`src/rtl/pipeline_latch_chain_if.sv`:
```
// Handshake/bus bundle between fetch, stage consumers and the pipeline latch chain.
// master drives fetch, stall, flush and stats control; slave is the latch chain itself.
interface pipeline_latch_chain_if #(
    parameter int STAGES = 4,
    parameter int WIDTH  = 32,
    parameter int IDXW   = $clog2(STAGES + 1),
    parameter int CNTW   = 16
);
    logic                      in_valid;
    logic [WIDTH-1:0]          in_data;
    logic                      in_ready;
    logic [STAGES-1:0]         stall_req;
    logic                      flush_valid;
    logic [IDXW-1:0]           flush_idx;
    logic [STAGES*WIDTH-1:0]   stage_data;
    logic [STAGES-1:0]         stage_valid;
    logic                      retire_valid;
    logic [IDXW-1:0]           occupancy;
    logic                      clr_stats;
    logic [CNTW-1:0]           stall_count;

    modport master (
        output in_valid, in_data, stall_req, flush_valid, flush_idx, clr_stats,
        input  in_ready, stage_data, stage_valid, retire_valid, occupancy, stall_count
    );

    modport slave (
        input  in_valid, in_data, stall_req, flush_valid, flush_idx, clr_stats,
        output in_ready, stage_data, stage_valid, retire_valid, occupancy, stall_count
    );
endinterface

```
`src/rtl/pipeline_latch_chain.sv`:
```
// Purpose: STAGES valid-tagged pipeline latches (IF/ID .. MEM/WB) with stall, bubble collapse and flush.
// Latency: one edge per latch; a word accepted at edge N sits in latch i after edge N+i.
// Backpressure: stalls ripple upstream only through valid latches; in_ready low when latch 0 holds or on flush.
module pipeline_latch_chain #(
    parameter int STAGES = 4,
    parameter int WIDTH  = 32,
    parameter int IDXW   = $clog2(STAGES + 1),
    parameter int CNTW   = 16
) (
    input  logic                 clk,
    input  logic                 rst_n,
    pipeline_latch_chain_if.slave bus
);
    logic [STAGES-1:0]            valid_q;
    logic [STAGES-1:0]            valid_d;
    logic [STAGES-1:0][WIDTH-1:0] data_q;
    logic [STAGES-1:0][WIDTH-1:0] data_d;
    logic [STAGES-1:0]            hold;
    logic [STAGES-1:0]            kill;
    logic [IDXW-1:0]              flush_lim;
    logic [IDXW-1:0]              occ;
    logic [CNTW-1:0]              stall_cnt_q;
    logic                         in_ready;
    logic                         blocked;

    // A latch holds only while it carries a word; empty latches break the chain so bubbles collapse.
    always_comb begin
        logic h;
        h    = 1'b0;
        hold = '0;
        for (int i = STAGES - 1; i >= 0; i--) begin
            h       = valid_q[i] & (bus.stall_req[i] | h);
            hold[i] = h;
        end
    end

    assign flush_lim = (bus.flush_idx > IDXW'(STAGES)) ? IDXW'(STAGES) : bus.flush_idx;

    always_comb begin
        kill = '0;
        for (int j = 0; j < STAGES; j++) begin
            kill[j] = bus.flush_valid & (IDXW'(j) < flush_lim);
        end
    end

    assign in_ready = ~hold[0] & ~bus.flush_valid;

    always_comb begin
        valid_d = valid_q;
        data_d  = data_q;
        if (!hold[0]) begin
            data_d[0]  = bus.in_data;
            valid_d[0] = bus.in_valid & ~bus.flush_valid;
        end
        for (int i = 1; i < STAGES; i++) begin
            if (!hold[i]) begin
                data_d[i]  = data_q[i-1];
                valid_d[i] = valid_q[i-1] & ~hold[i-1];
            end
        end
        // Flush overrides both hold and load on the younger latches.
        for (int j = 0; j < STAGES; j++) begin
            if (kill[j]) begin
                valid_d[j] = 1'b0;
            end
        end
    end

    always_ff @(posedge clk or negedge rst_n) begin
        if (!rst_n) begin
            valid_q <= '0;
            data_q  <= '0;
        end else begin
            valid_q <= valid_d;
            data_q  <= data_d;
        end
    end

    assign blocked = bus.in_valid & ~in_ready & ~bus.flush_valid;

    always_ff @(posedge clk or negedge rst_n) begin
        if (!rst_n) begin
            stall_cnt_q <= '0;
        end else if (bus.clr_stats) begin
            stall_cnt_q <= '0;
        end else if (blocked && (stall_cnt_q != {CNTW{1'b1}})) begin
            stall_cnt_q <= stall_cnt_q + CNTW'(1);
        end
    end

    always_comb begin
        occ = '0;
        for (int i = 0; i < STAGES; i++) begin
            occ = occ + IDXW'(valid_q[i]);
        end
    end

    assign bus.in_ready     = in_ready;
    assign bus.retire_valid = valid_q[STAGES-1] & ~bus.stall_req[STAGES-1];
    assign bus.stage_data   = data_q;
    assign bus.stage_valid  = valid_q;
    assign bus.occupancy    = occ;
    assign bus.stall_count  = stall_cnt_q;
endmodule

```
`src/flat_wrapper.sv`:
```
// flat-port wrapper written by rule: the top's interface ports become plain ports
module pipeline_latch_chain_flat 
#(
    parameter int STAGES = 4,
    parameter int WIDTH  = 32,
    parameter int IDXW   = $clog2(STAGES + 1),
    parameter int CNTW   = 16
)
  (clk, rst_n, bus_in_valid, bus_in_data, bus_stall_req, bus_flush_valid, bus_flush_idx, bus_clr_stats, bus_in_ready, bus_stage_data, bus_stage_valid, bus_retire_valid, bus_occupancy, bus_stall_count);
  pipeline_latch_chain_if #(.STAGES(STAGES), .WIDTH(WIDTH), .IDXW(IDXW), .CNTW(CNTW)) bus_i ();
  input  logic clk;
  input  logic rst_n;
  input wire logic [$bits(bus_i.in_valid)-1:0] bus_in_valid;
  input wire logic [$bits(bus_i.in_data)-1:0] bus_in_data;
  input wire logic [$bits(bus_i.stall_req)-1:0] bus_stall_req;
  input wire logic [$bits(bus_i.flush_valid)-1:0] bus_flush_valid;
  input wire logic [$bits(bus_i.flush_idx)-1:0] bus_flush_idx;
  input wire logic [$bits(bus_i.clr_stats)-1:0] bus_clr_stats;
  output wire logic [$bits(bus_i.in_ready)-1:0] bus_in_ready;
  output wire logic [$bits(bus_i.stage_data)-1:0] bus_stage_data;
  output wire logic [$bits(bus_i.stage_valid)-1:0] bus_stage_valid;
  output wire logic [$bits(bus_i.retire_valid)-1:0] bus_retire_valid;
  output wire logic [$bits(bus_i.occupancy)-1:0] bus_occupancy;
  output wire logic [$bits(bus_i.stall_count)-1:0] bus_stall_count;
  assign bus_i.in_valid = bus_in_valid;
  assign bus_i.in_data = bus_in_data;
  assign bus_i.stall_req = bus_stall_req;
  assign bus_i.flush_valid = bus_flush_valid;
  assign bus_i.flush_idx = bus_flush_idx;
  assign bus_i.clr_stats = bus_clr_stats;
  assign bus_in_ready = bus_i.in_ready;
  assign bus_stage_data = bus_i.stage_data;
  assign bus_stage_valid = bus_i.stage_valid;
  assign bus_retire_valid = bus_i.retire_valid;
  assign bus_occupancy = bus_i.occupancy;
  assign bus_stall_count = bus_i.stall_count;
  pipeline_latch_chain #(.STAGES(STAGES), .WIDTH(WIDTH), .IDXW(IDXW), .CNTW(CNTW)) u_core (.clk(clk), .rst_n(rst_n), .bus(bus_i));
endmodule
```
`config.mk`:
```
export PLATFORM = sky130hd
export DESIGN_NAME = pipeline_latch_chain_flat
export DESIGN_NICKNAME = d
export VERILOG_FILES = /design/src/rtl/pipeline_latch_chain_if.sv /design/src/rtl/pipeline_latch_chain.sv /design/src/flat_wrapper.sv
export SDC_FILE = /design/constraint.sdc
export NUM_CORES = 1
export LEC_CHECK = 0
export BUFFER_PORTS_ARGS = -buffer_cell sky130_fd_sc_hd__buf_2
export CAP_MARGIN = 10
export CELL_PAD_IN_SITES_DETAIL_PLACEMENT = 1
export CELL_PAD_IN_SITES_GLOBAL_PLACEMENT = 1
export CORE_ASPECT_RATIO = 1.75
export CORE_MARGIN = 10
export CORE_UTILIZATION = 40
export DETAILED_ROUTE_END_ITERATION = 16
export HOLD_SLACK_MARGIN = 0.02
export PLACE_DENSITY_LB_ADDON = 0.1
export SLEW_MARGIN = 10
export SYNTH_ARGS = -nofsm -noshare
export SYNTH_HDL_FRONTEND = slang
export SYNTH_SLANG_ARGS = --single-unit
```
`constraint.sdc`:
```
create_clock -name clk -period 3 [get_ports clk]
set_input_delay 0.15 -clock clk [delete_from_list [all_inputs] [get_ports clk]]
set_output_delay 0.15 -clock clk [all_outputs]
set_load 0.005 [all_outputs]
```
[Word level (Yosys, flattened, before mapping)]
Cells that the tools add are included.
Word-level totals
  register bits after elaboration: 148
  bits of input ports: 44
  output and inout port bits: 153
  word-level logic and storage cells: 61
Operators by class
  add/sub/neg operators: 4
  magnitude comparators: 5
  equal/unequal tests: 5
  multiplexer cells: 11
  bitwise logic cells: 25
  reduce and logical (&&, ||, !) cells: 2
Operators by type and width (number)
  16-bit 2-to-1 mux: 2
  16-bit by 1-bit adder with 16-bit output (second input constant): 1
  1-bit bitwise AND: 16
  16-bit != test (second input constant): 1
  1-bit 2-to-1 mux: 8
  2-bit != test (second input constant): 4
  3-bit by 1-bit adder with 3-bit output: 2
  1-bit by 3-bit < comparator with 1-bit output (first input constant): 2
  2-bit by 3-bit < comparator with 1-bit output (first input constant): 2
  1-bit NOT: 6
  3-bit > comparator (second input constant): 1
  3-bit 2-to-1 mux: 1
  1-bit bitwise OR: 3
  1-bit by 1-bit adder with 2-bit output: 1
  2-bit nonzero test: 1
  1-bit logical AND: 1

[Logic depth before layout (Yosys ltp)]
  word-level depth: 15
  gate-level depth with buffers: 7
  mapped depth without buffers: 6

[Least setup slack after synthesis]
No wires, ideal clock.
  path type: reg-to-reg
  from: register u_core.valid_q[2], in the netlist u_core.bus.stage_valid[2]
  to: register u_core.stall_cnt_q[10], in the netlist u_core.bus.stall_count[10]
  library setup time: 0.125 ns
  arrival time: 1.929 ns
  data required time: 2.875 ns
  setup slack: 0.946 ns
  cell stages (with the launch flop): 7
  buffers on the path: 1
  period minus slack after synthesis: 2.054 ns
  path through: dfrtp_1 > and3_4 > a211oi_4 > or4_4 > buf_6 > nor4_1 > mux2_2
On the way
  cells in the longest elaborated chain, start to end: 12
Ends and longest elaborated chain
  start: declaration: line pipeline_latch_chain.sv:14  | logic [STAGES-1:0] valid_q;
  start signal: assignment: line pipeline_latch_chain.sv:74  | valid_q <= valid_d;
  1-bit bitwise AND: line pipeline_latch_chain.sv:32  | h = valid_q[i] & (bus.stall_req[i] | h);
  1-bit bitwise OR: line pipeline_latch_chain.sv:32
  1-bit bitwise AND: line pipeline_latch_chain.sv:32
  1-bit bitwise OR: line pipeline_latch_chain.sv:32
  1-bit bitwise AND: line pipeline_latch_chain.sv:32
  1-bit NOT: line pipeline_latch_chain.sv:46  | assign in_ready = ~hold[0] & ~bus.flush_valid;
  1-bit bitwise AND: line pipeline_latch_chain.sv:46
  1-bit NOT: line pipeline_latch_chain.sv:79  | assign blocked = bus.in_valid & ~in_ready & ~bus.flush_valid;
  1-bit bitwise AND (2 in a row): line pipeline_latch_chain.sv:79
  1-bit logical AND: line pipeline_latch_chain.sv:86  | end else if (blocked && (stall_cnt_q != {CNTW{1'b1}})) begin
  2-bit nonzero test (no line)
  end signal: assignment: line pipeline_latch_chain.sv:87  | stall_cnt_q <= stall_cnt_q + CNTW'(1);
  end: declaration: line pipeline_latch_chain.sv:22  | logic [CNTW-1:0] stall_cnt_q;
Every way passes these cells.
A chain may end at the register's enable or synchronous reset.

[Worst setup path after layout]
  from: register u_core.valid_q[1], in the netlist u_core.bus.stage_valid[1]
  to: register u_core.stall_cnt_q[7], in the netlist u_core.bus.stall_count[7]
On the way
  cells in the longest elaborated chain, start to end: 10
Ends and longest elaborated chain (line)
  1-bit bitwise AND: pipeline_latch_chain.sv:32
  1-bit bitwise OR: pipeline_latch_chain.sv:32
  1-bit bitwise AND: pipeline_latch_chain.sv:32
  1-bit NOT: pipeline_latch_chain.sv:46
  1-bit bitwise AND: pipeline_latch_chain.sv:46
  1-bit NOT: pipeline_latch_chain.sv:79
  1-bit bitwise AND (2 in a row): pipeline_latch_chain.sv:79
  1-bit logical AND: pipeline_latch_chain.sv:86
  2-bit nonzero test (no line)
Every way passes these cells.

==> impl_results.md <==
* RSZ-0062 raised after global routing: false
* Layout Utilization at 0.557
* Total number of vias at 4483
* RePlAce Congestion at 0.770
* Synth Register Bits at 148
* First-pass GRT wire length at 29200 um
* Synth area leader: dfrtp_1
* Clock sinks at 148
* Storage cell area at 3700 um^2
* Root buffer cell: clkbuf_16
* Highest Clock Rate at 0.420 GHz
* Max-Cap Viols at 0
* CP Capture Type: register
* Synth warn at 0
* VDD IR max at 0.000376 V
* Detailed placement HPWL at 13300 um
* Row cnt at 58
* Chip width at 112 um
* Critical Path AT at 2.71 ns
* Tot Pwr at 5.05 mW
* Worst Setup EP: u_core.bus.stall_count[7]$_DFFE_PN0P_
* Cts hold-fix bufs at 35
* Post-Layout Inst Area at 8040 um^2
* Multi-input logic area at 2120 um^2
* Fill cells at 1621
* CTS H-tree lvls at 4
* Setup ws final at 0.620 ns
* Drt total wl at 18300 um
* Rel. slew slack at 0.393
* Num CTS Buffers at 17
* Via density at 4.99
* Final min period at 2.38 ns
* Initial antenna violation count at 2
* Req. time, crit path at 3.33 ns
* Residual DRC at 0
* Synth top area cells: dfrtp_1 63%, mux2_2 19%, nand2_1 6.5%
* Nets@finish at 751
* Crit Reg-Reg Startpoint: u_core.bus.stage_valid[1]$_DFFE_PN0P_
* Kind of critical path: register to register
* Cell count after synthesis at 466
* Io pins at 197
* Final hold vios at 0
* Clock skew at 0.0122 ns
* Crit path max fanout at 14
* Worst-Skew Late Latency at 0.41 ns
* Synth Cell Area at 5920 um^2
* Synth cell types at 40
* Routed len/inst at 20.4 um
* Worst-Margin Slew at 0.911 ns
* Worst Hold Class: input pin to register
* Cell chain of the critical path: and3_1, a211o_1, nand2_1, or4_1, a21oi_1
* Initial DRT Pass Iterations at 6
* DP Worst Slack at 0.616 ns
* Setup total negative slack at 0 ns
* FF-to-FF setup slack at 0.62 ns
* Critical-path top delay cell: or4_1
* GR Util All Layers at 0.180
* Grt ovf at 0
* Core Area at 14400 um^2
* Final setup fails at 0
* Leak pwr at 3.87 nW
* Syn-to-layout area delta at 35.9%
* Cells on worst reg2reg path at 5
* Synth top area share at 0.626
* Register area share after synthesis at 0.626
* Vias in the first global route at 5090
* Final period utilization at 0.793
* Origin of the worst setup path: u_core.bus.stage_valid[1]$_DFFE_PN0P_
* Cell Area, Placed at 7120 um^2
* Postcts setup bufs at 0
* Chip height at 181 um
* DRT antenna net count at 0
* Fraction of layout cells with a size suffix above 1 at 0.476
* Die Area at 20200 um^2
* Drt initial violations at 106
* Status: finished, final reports clean
* # resized after CTS at 0
* Max-slew violations at 0
* CTS tree: built
* Starting Density at 0.410
* CTS Buffer Depth at 2
* Power per standard cell area at 628 nW/um^2
* Clock transition at path regs at 0.06 ns
* Worst setup SP type: register
* Port-buffer cells at 196
* Max incr delay on CP at 0.60 ns
* Mapped Nets at 514
* Mapped Avg Cell Area at 12.7 um^2
* Largest net degree at the start of global routing at 80
* RR Endpoint: u_core.bus.stall_count[7]$_DFFE_PN0P_
kinds of logic after synthesis:
kind of cell	Yosys count	synth area share
buf+inv	26	0.0184
simple gates	153	0.117
mux	99	0.188
xor+xnor	1	0.00148
flops	148	0.626
fa+ha+maj	4	0.00973
compound gates	35	0.0393
worst min-delay path by stage:
stage / from / endpoint / cells after the start
global placement: rst_n / u_core.bus.stage_data[105]$_DFFE_PN0N_ / 1
CTS: bus_flush_idx[0] / u_core.bus.stage_valid[0]$_DFFE_PN0P_ / 3
detailed placement: rst_n / u_core.bus.stage_data[105]$_DFFE_PN0N_ / 1
floorplan: rst_n / u_core.bus.stage_data[0]$_DFFE_PN0N_ / 0
global route: bus_stall_req[0] / u_core.bus.stage_valid[1]$_DFFE_PN0P_ / 3
finish: bus_flush_idx[0] / u_core.bus.stage_valid[0]$_DFFE_PN0P_ / 3
where the power goes:
| group | internal, mW | switching, mW |
|---|---|---|
| logic | 0.363 | 0.325 |
| registers | 2.21 | 0.155 |
| clock network | 1.10 | 0.889 |
cell usage in the layout, fill, tap and decap left out, drive strengths merged, types with 2 or more instances in the layout:
cell type | synthesis | final
a211oi | 2 | 2
a21o | 3 | 3
a21oi | 12 | 12
and2 | 2 | 2
and3 | 2 | 2
buf | 5 | 204
clkbuf | 16 | 18
clkinv | 1 | 6
clkinvlp | 0 | 3
dfrtp | 148 | 148
diode | 0 | 2
dlygate4sd3 | 0 | 35
ha | 3 | 3
inv | 4 | 10
mux2 | 98 | 98
nand2 | 103 | 103
nand2b | 3 | 3
nand3 | 4 | 4
nand4 | 5 | 5
nor2 | 8 | 8
nor2b | 5 | 5
nor3 | 2 | 2
nor4 | 3 | 3
o21ai | 5 | 5
o31ai | 7 | 7
or2 | 2 | 2
or3 | 6 | 6
or4 | 8 | 8
metrics by stage:
stage	std cells	hold slack, ns
detailed placement	829	0.223
global route	898	0.0542
global placement	829	0.220
CTS	896	0.0255
finish	898	0.0470
floorplan	466	-0.146
layer usage:
metal	wire length (um)	global-route usage	up-vias	share of wire
met1	6740	0.184	2258	0.37
li1	-	-	2086	-
met2	10100	0.333	121	0.55
met4	364	0.0693	0	0.020
met3	1070	0.0541	18	0.059
met5	0	0	-	0
Yosys cell counts, drive strengths merged:
master   number
a31oi         1
inv           4
ha            3
nor2b         5
o31ai         7
clkinv        1
a21oi        12
o21a          1
nand4         5
nand2b        3
nor3          2
a2bb2oi       1
mux2         98
nand2       103
or4           8
a21o          3
nor4          3
nor2          8
nand3         4
a22oi         1
and3          2
or2           2
o22ai         1
dfrtp       148
xnor2         1
a211o         1
and2          2
or3           6
fa            1
buf           5
mux2i         1
clkbuf       16
o21ai         5
a211oi        2
area by class of cell:
cell class / count / share of cell area
clock inverter: 14 / 0.0149
inverter: 5 / 0.00233
multi-input combinational: 292 / 0.263
sequential: 148 / 0.461
timing repair buffer: 239 / 0.175
clock buffer: 18 / 0.0546
tap: 180 / 0.0280
antenna: 2 / 0.000623
registers in the layout, indices dropped and copies added (netlist names):
register / cells
u_core.bus.stage_data: 128
u_core.bus.stall_count: 16
u_core.bus.stage_valid: 4
worst max-delay path, delay by kind of cell, from the launching register on:
family / cells / cell delay [ns]
flip-flops: 1 / 0.46
AO/OA/AOI/OAI: 2 / 0.57
AND/OR/NAND/NOR: 3 / 1.27
No activity file was read; power rests on OpenSTA's default activity.
